### config.mk
export PLATFORM = sky130hd
export DESIGN_NAME = pipe_hazard_ctrl_flat
export DESIGN_NICKNAME = d
export VERILOG_FILES = /design/src/rtl/pipe_hazard_ctrl_if.sv /design/src/rtl/pipe_hazard_ctrl.sv /design/src/flat_wrapper.sv
export SDC_FILE = /design/constraint.sdc
export NUM_CORES = 1
export LEC_CHECK = 0
export ABC_AREA = 1
export ABC_CLOCK_PERIOD_IN_PS = 4400
export CAP_MARGIN = 20
export CORE_UTILIZATION = 54
export CTS_CLUSTER_SIZE = 28
export DETAILED_ROUTE_END_ITERATION = 16
export PLACE_DENSITY = 0.86
export SYNTH_ARGS = -nofsm -noshare
export SYNTH_HDL_FRONTEND = slang
export SYNTH_SLANG_ARGS = --single-unit
### constraint.sdc
create_clock -name clk -period 4.4 [get_ports clk]
set_input_delay 0.66 -clock clk [delete_from_list [all_inputs] [get_ports clk]]
set_output_delay 0.66 -clock clk [all_outputs]
set_load 0.01 [all_outputs]
### src/rtl/pipe_hazard_ctrl_if.sv
// Hazard-controller bundle: pipeline status inputs and the stall/flush/hold controls it drives.
// The master modport is the controller; the slave modport is the pipeline side.
interface pipe_hazard_ctrl_if #(
    parameter int unsigned CNT_W = 16
);
    localparam int unsigned REG_W = 5;

    logic             id_ex_memread;
    logic [REG_W-1:0] id_ex_rd;
    logic [REG_W-1:0] if_id_rs1;
    logic [REG_W-1:0] if_id_rs2;
    logic             ex_mem_branch;
    logic             ex_mem_zero;
    logic             ex_mem_memread;
    logic             ex_mem_memwrite;
    logic             dmem_ready;

    logic             pc_write;
    logic             if_id_write;
    logic             id_ex_bubble;
    logic             pc_src;
    logic             flush;
    logic             pipe_hold;
    logic             dmem_req;
    logic             mem_error;
    logic [CNT_W-1:0] stall_cnt;
    logic [CNT_W-1:0] flush_cnt;

    modport master (
        input  id_ex_memread, id_ex_rd, if_id_rs1, if_id_rs2,
        input  ex_mem_branch, ex_mem_zero, ex_mem_memread, ex_mem_memwrite,
        input  dmem_ready,
        output pc_write, if_id_write, id_ex_bubble, pc_src, flush,
        output pipe_hold, dmem_req, mem_error, stall_cnt, flush_cnt
    );

    modport slave (
        output id_ex_memread, id_ex_rd, if_id_rs1, if_id_rs2,
        output ex_mem_branch, ex_mem_zero, ex_mem_memread, ex_mem_memwrite,
        output dmem_ready,
        input  pc_write, if_id_write, id_ex_bubble, pc_src, flush,
        input  pipe_hold, dmem_req, mem_error, stall_cnt, flush_cnt
    );
endinterface

### src/rtl/pipe_hazard_ctrl.sv
// Pipeline hazard/sequencing controller: load-use stalls, taken-branch flushes in MEM,
// data-memory wait handshaking with timeout, and saturating stall/flush debug counters.
module pipe_hazard_ctrl #(
    parameter int unsigned TIMEOUT = 16,
    parameter int unsigned CNT_W   = 16
) (
    input  logic                clk,
    input  logic                reset,
    pipe_hazard_ctrl_if.master  hz
);
    localparam int unsigned WAIT_W = $clog2(TIMEOUT + 1);

    typedef enum logic [1:0] {
        IDLE     = 2'd0,
        MEM_WAIT = 2'd1,
        ERROR    = 2'd2
    } state_t;

    state_t            state;
    state_t            state_nxt;
    logic [WAIT_W-1:0] wait_cnt;
    logic [WAIT_W-1:0] wait_cnt_nxt;
    logic              mem_error_q;
    logic              mem_error_nxt;
    logic [CNT_W-1:0]  stall_q;
    logic [CNT_W-1:0]  flush_q;

    logic memop;
    logic taken;
    logic load_use;

    logic pc_write_c;
    logic if_id_write_c;
    logic id_ex_bubble_c;
    logic pc_src_c;
    logic flush_c;
    logic pipe_hold_c;
    logic dmem_req_c;

    // Hazard detection; a branch that is also a memory op is treated as a memory op only
    assign memop    = hz.ex_mem_memread | hz.ex_mem_memwrite;
    assign taken    = hz.ex_mem_branch & hz.ex_mem_zero & ~memop;
    assign load_use = hz.id_ex_memread && (hz.id_ex_rd != 5'd0) &&
                      ((hz.id_ex_rd == hz.if_id_rs1) || (hz.id_ex_rd == hz.if_id_rs2));

    // State register
    always_ff @(posedge clk or posedge reset) begin
        if (reset) begin
            state       <= IDLE;
            wait_cnt    <= '0;
            mem_error_q <= 1'b0;
        end else begin
            state       <= state_nxt;
            wait_cnt    <= wait_cnt_nxt;
            mem_error_q <= mem_error_nxt;
        end
    end

    // Next-state and raw control decode
    always_comb begin
        state_nxt      = state;
        wait_cnt_nxt   = wait_cnt;
        mem_error_nxt  = mem_error_q;
        pc_write_c     = 1'b0;
        if_id_write_c  = 1'b0;
        id_ex_bubble_c = 1'b0;
        pc_src_c       = 1'b0;
        flush_c        = 1'b0;
        pipe_hold_c    = 1'b0;
        dmem_req_c     = 1'b0;

        case (state)
            IDLE: begin
                if (memop) begin
                    dmem_req_c = 1'b1;
                    if (hz.dmem_ready) begin
                        pc_write_c    = 1'b1;
                        if_id_write_c = 1'b1;
                    end else begin
                        pipe_hold_c  = 1'b1;
                        state_nxt    = MEM_WAIT;
                        wait_cnt_nxt = WAIT_W'(1);
                    end
                end else if (taken) begin
                    pc_src_c      = 1'b1;
                    flush_c       = 1'b1;
                    pc_write_c    = 1'b1;
                    if_id_write_c = 1'b1;
                end else if (load_use) begin
                    id_ex_bubble_c = 1'b1;
                end else begin
                    pc_write_c    = 1'b1;
                    if_id_write_c = 1'b1;
                end
            end

            MEM_WAIT: begin
                dmem_req_c  = 1'b1;
                pipe_hold_c = 1'b1;
                // Completion beats a coincident timeout
                if (hz.dmem_ready) begin
                    state_nxt = IDLE;
                end else if (wait_cnt == WAIT_W'(TIMEOUT)) begin
                    mem_error_nxt = 1'b1;
                    state_nxt     = ERROR;
                end else begin
                    wait_cnt_nxt = wait_cnt + WAIT_W'(1);
                end
            end

            ERROR: begin
                pipe_hold_c = 1'b1;
            end

            default: begin
                state_nxt = IDLE;
            end
        endcase
    end

    // Saturating debug counters
    always_ff @(posedge clk or posedge reset) begin
        if (reset) begin
            stall_q <= '0;
            flush_q <= '0;
        end else begin
            if (!pc_write_c && (stall_q != {CNT_W{1'b1}})) begin
                stall_q <= stall_q + CNT_W'(1);
            end
            if (flush_c && (flush_q != {CNT_W{1'b1}})) begin
                flush_q <= flush_q + CNT_W'(1);
            end
        end
    end

    // Reset forces every control low asynchronously, including the enables
    assign hz.pc_write     = pc_write_c     & ~reset;
    assign hz.if_id_write  = if_id_write_c  & ~reset;
    assign hz.id_ex_bubble = id_ex_bubble_c & ~reset;
    assign hz.pc_src       = pc_src_c       & ~reset;
    assign hz.flush        = flush_c        & ~reset;
    assign hz.pipe_hold    = pipe_hold_c    & ~reset;
    assign hz.dmem_req     = dmem_req_c     & ~reset;
    assign hz.mem_error    = mem_error_q;
    assign hz.stall_cnt    = stall_q;
    assign hz.flush_cnt    = flush_q;
endmodule
### src/flat_wrapper.sv
// flat-port wrapper written by rule: the top's interface ports become plain ports
module pipe_hazard_ctrl_flat 
#(
    parameter int unsigned TIMEOUT = 16,
    parameter int unsigned CNT_W   = 16
)
  (clk, reset, hz_id_ex_memread, hz_id_ex_rd, hz_if_id_rs1, hz_if_id_rs2, hz_ex_mem_branch, hz_ex_mem_zero, hz_ex_mem_memread, hz_ex_mem_memwrite, hz_dmem_ready, hz_pc_write, hz_if_id_write, hz_id_ex_bubble, hz_pc_src, hz_flush, hz_pipe_hold, hz_dmem_req, hz_mem_error, hz_stall_cnt, hz_flush_cnt);
  pipe_hazard_ctrl_if #(.CNT_W(CNT_W)) hz_i ();
  input  logic clk;
  input  logic reset;
  input wire logic [$bits(hz_i.id_ex_memread)-1:0] hz_id_ex_memread;
  input wire logic [$bits(hz_i.id_ex_rd)-1:0] hz_id_ex_rd;
  input wire logic [$bits(hz_i.if_id_rs1)-1:0] hz_if_id_rs1;
  input wire logic [$bits(hz_i.if_id_rs2)-1:0] hz_if_id_rs2;
  input wire logic [$bits(hz_i.ex_mem_branch)-1:0] hz_ex_mem_branch;
  input wire logic [$bits(hz_i.ex_mem_zero)-1:0] hz_ex_mem_zero;
  input wire logic [$bits(hz_i.ex_mem_memread)-1:0] hz_ex_mem_memread;
  input wire logic [$bits(hz_i.ex_mem_memwrite)-1:0] hz_ex_mem_memwrite;
  input wire logic [$bits(hz_i.dmem_ready)-1:0] hz_dmem_ready;
  output wire logic [$bits(hz_i.pc_write)-1:0] hz_pc_write;
  output wire logic [$bits(hz_i.if_id_write)-1:0] hz_if_id_write;
  output wire logic [$bits(hz_i.id_ex_bubble)-1:0] hz_id_ex_bubble;
  output wire logic [$bits(hz_i.pc_src)-1:0] hz_pc_src;
  output wire logic [$bits(hz_i.flush)-1:0] hz_flush;
  output wire logic [$bits(hz_i.pipe_hold)-1:0] hz_pipe_hold;
  output wire logic [$bits(hz_i.dmem_req)-1:0] hz_dmem_req;
  output wire logic [$bits(hz_i.mem_error)-1:0] hz_mem_error;
  output wire logic [$bits(hz_i.stall_cnt)-1:0] hz_stall_cnt;
  output wire logic [$bits(hz_i.flush_cnt)-1:0] hz_flush_cnt;
  assign hz_i.id_ex_memread = hz_id_ex_memread;
  assign hz_i.id_ex_rd = hz_id_ex_rd;
  assign hz_i.if_id_rs1 = hz_if_id_rs1;
  assign hz_i.if_id_rs2 = hz_if_id_rs2;
  assign hz_i.ex_mem_branch = hz_ex_mem_branch;
  assign hz_i.ex_mem_zero = hz_ex_mem_zero;
  assign hz_i.ex_mem_memread = hz_ex_mem_memread;
  assign hz_i.ex_mem_memwrite = hz_ex_mem_memwrite;
  assign hz_i.dmem_ready = hz_dmem_ready;
  assign hz_pc_write = hz_i.pc_write;
  assign hz_if_id_write = hz_i.if_id_write;
  assign hz_id_ex_bubble = hz_i.id_ex_bubble;
  assign hz_pc_src = hz_i.pc_src;
  assign hz_flush = hz_i.flush;
  assign hz_pipe_hold = hz_i.pipe_hold;
  assign hz_dmem_req = hz_i.dmem_req;
  assign hz_mem_error = hz_i.mem_error;
  assign hz_stall_cnt = hz_i.stall_cnt;
  assign hz_flush_cnt = hz_i.flush_cnt;
  pipe_hazard_ctrl #(.TIMEOUT(TIMEOUT), .CNT_W(CNT_W)) u_core (.clk(clk), .reset(reset), .hz(hz_i));
endmodule
; Word-level counts from Yosys, hierarchy flattened
; Cells that the tools add are included.
[totals]
word_cells = 72
rom_bits = 0
ram_bits = 0
latch_bits = 0
out_inout_bits = 40
regBits = 40
mem_count = 0
[classes]
div = 0
n_lt_le_gt_ge = 0
n_shift = 0
n_addsub = 3
n_mul = 0
bitwise = 12
n_reduce_logical = 13
muxes = 27
n_eq_ne = 12
[op_table]
columns = cell, count
row1 = "adder 16 x 1 -> 16 bit, second input constant", 2
row2 = "inequality test 16 bit, second input constant", 2
row3 = 2-to-1 mux 5 bit, 4
row4 = 2-to-1 mux 1 bit, 15
row5 = equality test 5 bit, 2
row6 = case mux 5 bit (2 select lines), 1
row7 = 2-to-1 mux 2 bit, 4
row8 = AND 1 bit, 7
row9 = "inequality test 2 bit, second input constant", 3
row10 = case mux 2 bit (3 select lines), 1
row11 = "adder 5 x 1 -> 5 bit, second input constant", 1
row12 = "equality test 5 bit, second input constant", 1
row13 = AND reduction 5 bit, 1
row14 = nonzero test 5 bit, 1
row15 = logical AND 1 bit, 4
row16 = NOT 1 bit, 4
row17 = case mux 1 bit (2 select lines), 2
row18 = AND reduction 4 bit, 1
row19 = "inequality test 3 x 2 -> 1 bit, second input constant", 1
row20 = AND reduction 3 bit, 1
row21 = "equality test 2 x 1 -> 1 bit, second input constant", 1
row22 = "equality test 2 bit, second input constant", 1
row23 = zero test 2 bit, 1
row24 = "inequality test 2 x 1 -> 1 bit, second input constant", 1
row25 = 5 further kinds, 5

; Longest topological paths before layout
[logic_depth]
word_depth = 9
depth_mapped = 12
depth_no_buf = 11

; Worst setup path after synthesis
; Ideal clock, no wire load.
[synth_timing]
kind = input port to output port
start = input reset
end = output hz_pipe_hold
path_slack_ns = 1.808
t_required_ns = 3.740
stages = 3
n_path_buf = 0
t_arrival_ns = 1.932
path_cell_list = inv_1 > o21ai_0 > nor2_1
[synth_via]
elab_chain_cells = 2
[synth_rtl]
columns = item, line_no
row1 = start: declaration, flat_wrapper.sv:10  ; input logic reset;
row2 = NOT 1 bit, pipe_hazard_ctrl.sv:142  ; assign hz.pipe_hold = pipe_hold_c & ~reset;
row3 = AND 1 bit, pipe_hazard_ctrl.sv:142
row4 = end: declaration, flat_wrapper.sv:25  ; output wire logic [$bits(hz_i.pipe_hold)-1:0] hz_pipe_hold;
; Every way passes these cells.

; Worst setup path in the final report
[layout_timing]
start = input hz_id_ex_rd[3]
end = output hz_pc_write
[layout_via]
elab_chain_cells = 8
[layout_rtl]
columns = item, line_no
row1 = start: declaration, flat_wrapper.sv:12  ; input wire logic [$bits(hz_i.id_ex_rd)-1:0] hz_id_ex_rd;
row2 = equality test 5 bit or nonzero test 5 bit (tied branches), "pipe_hazard_ctrl.sv:44, pipe_hazard_ctrl.sv:43"
row3 = logical OR 1 bit or logical AND 1 bit (tied branches), "pipe_hazard_ctrl.sv:44, pipe_hazard_ctrl.sv:43"
row4 = logical AND 1 bit (*), pipe_hazard_ctrl.sv:43  ; assign load_use = hz.id_ex_memread && (hz.id_ex_rd != 5'd0) &&
row5 = 2-to-1 mux 1 bit (*), pipe_hazard_ctrl.sv:89  ; end else if (load_use) begin
row6 = 2-to-1 mux 1 bit (*), pipe_hazard_ctrl.sv:84  ; end else if (taken) begin
row7 = 2-to-1 mux 1 bit (*), pipe_hazard_ctrl.sv:74  ; if (memop) begin
row8 = 2-to-1 mux 1 bit (*), pipe_hazard_ctrl.sv:72  ; case (state)
row9 = AND 1 bit (*), pipe_hazard_ctrl.sv:137  ; assign hz.pc_write = pc_write_c & ~reset;
row10 = end: declaration, flat_wrapper.sv:20  ; output wire logic [$bits(hz_i.pc_write)-1:0] hz_pc_write;
; Every way passes the cells marked *; elsewhere a longest branch is shown, timed or not.

==> impl_metrics.csv <==
group,metric,value,unit
yosys,synth-simple-area-share,37.1,%
sta,fmax,312,MHz
yosys,yosysTopAreaCell,"dfrtp_1",
placement,dp_slack,1190,ps
global_route,grt_start_max_net_pins,41,
setup_path,r2r_end,"u_core.hz.flush_cnt[8]",
worst_hold_path,hold_path.startpoint,"u_core.hz.flush_cnt[15]",
yosys,ys.warnings.count,0,
floorplan,initial_core_util,56.3,%
placement,place_congestion,0.847,
cells_and_area,fill_cells,385,
floorplan,die_y,72.2,um
cts,clkTransAtPathRegs,70,ps
cts,cts_sinks,40,
cts,cts_resized,0,
power,p_total,1240,uW
detailed_routing,antenna_left,0,
yosys,muxShareOfSynthArea,0,%
cts,cts_max_level,2,
yosys,yosys.area.top_type_share,37.6,%
placement,dp_hpwl,4240,um
global_route,track_usage,22.9,%
setup_path,slowest_stage,"clkdlybuf4s50_1",
sta,slew_headroom,65.0,%
cells_and_area,layout_commonest_cell,"nand2_1",
yosys,synth-xor-area-share,8.56,%
cells_and_area,area_delta_synth_final,27.3,%
setup_path,crit_required,3740,ps
outcome,outcome,"finished, final reports clean",
setup_path,ff2ff_setup_slack,2300,ps
floorplan,die_area,5210,um^2
sta,slew_viol_final,0,
yosys,synth_area,2660,um^2
setup_path,cp-start-kind,"input port",
sta,skew,11.3,ps
cts,clockBufferDepth,2,
sta,rsz0062_at_grt,"no",
cts,clock_latency,300,ps
sta,fin_ws,1190,ps
yosys,synth_seq_cells,40,
yosys,synth_compound_area_share,3.10,%
cells_and_area,final_layout_size_suffix_gt1_share,12.3,%
sta,finalSetupViolations,0,
setup_path,r2r_cells,8,
power,power_density,367,nW/um^2
detailed_routing,finalWirelength,5450,um
detailed_routing,post_drt_wl_per_cell,11.5,um
setup_path,critPathArrivalTime,2550,ps
yosys,synth-seq-area-share,37.6,%
yosys,syn_area_per_cell,7.80,um^2
global_route,grt_pass1_wl,9400,um
setup_path,endpoint_kind,"primary output",
setup_path,worstSetupPathDepth,10,
detailed_routing,drtPass1Iterations,5,
cells_and_area,antennaDiodeCount,0,
cells_and_area,mostFrequentLayoutCells,"nand2_1, clkdlybuf4s50_1, inv_1",
yosys,synth_area_leaders,"dfrtp_1, nand2_1, inv_1",
cts,ctsHoldBuffers,0,
sta,finalSetupTns,0,ps
setup_path,worstPathMaxFanout,24,
detailed_routing,dr_total_vias,2314,
global_route,grt_pass1_vias,2253,
detailed_routing,via_per_inst,4.89,
global_route,grt_overflow,0,
worst_hold_path,hold_path_end,"u_core.hz.flush_cnt[15]",
detailed_routing,drt_iter0_markers,194,
placement,io_buffers,62,
power,vdd_drop_max,0.215,mV
setup_path,slowest_delay,560,ps
cells_and_area,layout.nets,436,
cts,post_cts_buffers,0,
yosys,synth_fp_nets,372,
power,power_leakage,0.00159,uW
yosys,synth_cells,341,
cells_and_area,fin_util,71.7,%
floorplan,rows,25,
setup_path,r2r_start,"u_core.state[0]",
floorplan,design.core.area,4720,um^2
floorplan,io_pins,63,
sta,fin_crit_sh,72.9,%
cts,cts_buffers,5,
yosys,synth-adder-area-share,3.76,%
detailed_routing,drc,0,
sta,finalHoldViolCount,0,
floorplan,die_w,72.2,um
global_route,antenna_found_initial,0,
setup_path,crit_top_cell,"nor2_1",
setup_path,crit_family,"buffers and inverters",
yosys,synth_top_family_by_area,"simple AND/OR/NAND/NOR gates",
yosys,synth_cell_types,28,
worst_hold_path,whs_path_depth,1,
worst_hold_path,hold_class,"flop to flop",
flow_run,drv_cap,0,
setup_path,path_buf_inv,2,
sta,tightestPinTransition,523,ps
cts,tritoncts,"yes",
setup_path,critical_path_class,"input port to primary output",
cts,cts_root_buffer,"clkbuf_8",
sta,min_period,3210,ps
setup_path,cp_cell_sequence,"clkdlybuf4s50_1, nor2_1, nor2_1, nor2_1, nand3_1, nand2_2, nand2_4, nand2_8, nor2_1, clkdlybuf4s50_1",
## final cells by class
type                            instances  area, um^2  share of cell area [%]
Timing Repair Buffer                   63         628                    18.5
Multi-Input combinational cell        246        1400                    41.3
Clock buffer                            6        82.6                    2.44
Inverter                               49         184                    5.43
Sequential cell                        40        1000                    29.5
Clock inverter                          2        10.0                   0.295
Tap cell                               67        83.8                    2.47
## layer usage
layer | track usage, % | vias up | share of wire [%]
li1 | - | 1190 | -
met1 | 28.8 | 1066 | 44
met2 | 39.4 | 49 | 50
met3 | 4.17 | 9 | 3.8
met4 | 8.28 | 0 | 1.6
met5 | 0 | - | 0
## sequential cells by signal, summed over array words and instances (netlist names)
register             count
u_core.hz.mem_error      1
u_core.hz.stall_cnt     16
u_core.state             2
u_core.wait_cnt          5
u_core.hz.flush_cnt     16
## kinds of logic after synthesis
logic type      after synthesis
xor+xnor                     26
fa+ha+maj                     8
simple gates                197
flops                        40
buf+inv                      55
compound gates               15
## synth_stat cells, drive strengths merged
library cell	instances
xnor2	9
nand3	30
or2	1
nor4	1
nor2	33
nor3	18
o21ai	11
o21bai	1
xor2	17
a31oi	1
a21oi	2
nand2	108
nand4	6
buf	6
dfrtp	40
ha	8
inv	49
## worst max-delay path by stage
| stage | end | startpoint | slack, ps |
|---|---|---|---|
| 2_1_floorplan | hz_pipe_hold | reset | 1810 |
| 5_1_grt | hz_pc_write | hz_id_ex_rd[4] | 1080 |
| 4_1_cts | hz_if_id_write | hz_id_ex_rd[3] | 1190 |
| 3_3_place_gp | hz_if_id_write | hz_id_ex_rd[3] | 1250 |
| 3_5_place_dp | hz_if_id_write | hz_id_ex_rd[3] | 1190 |
| 6_report | hz_pc_write | hz_id_ex_rd[3] | 1190 |
## per-stage QoR
step	cell area [um^2]	std cells	hold WS, ps
floorplan	2660	341	503
detailed placement	3300	465	471
global placement	3300	465	471
CTS	3390	473	498
global route	3390	473	505
finish	3390	473	495
## where the power goes
part	internal (uW)	switching (uW)
Combinational	225	268
Sequential	428	69.7
Clock	125	130
Total	778	467
No activity file was read; power rests on OpenSTA's default activity.
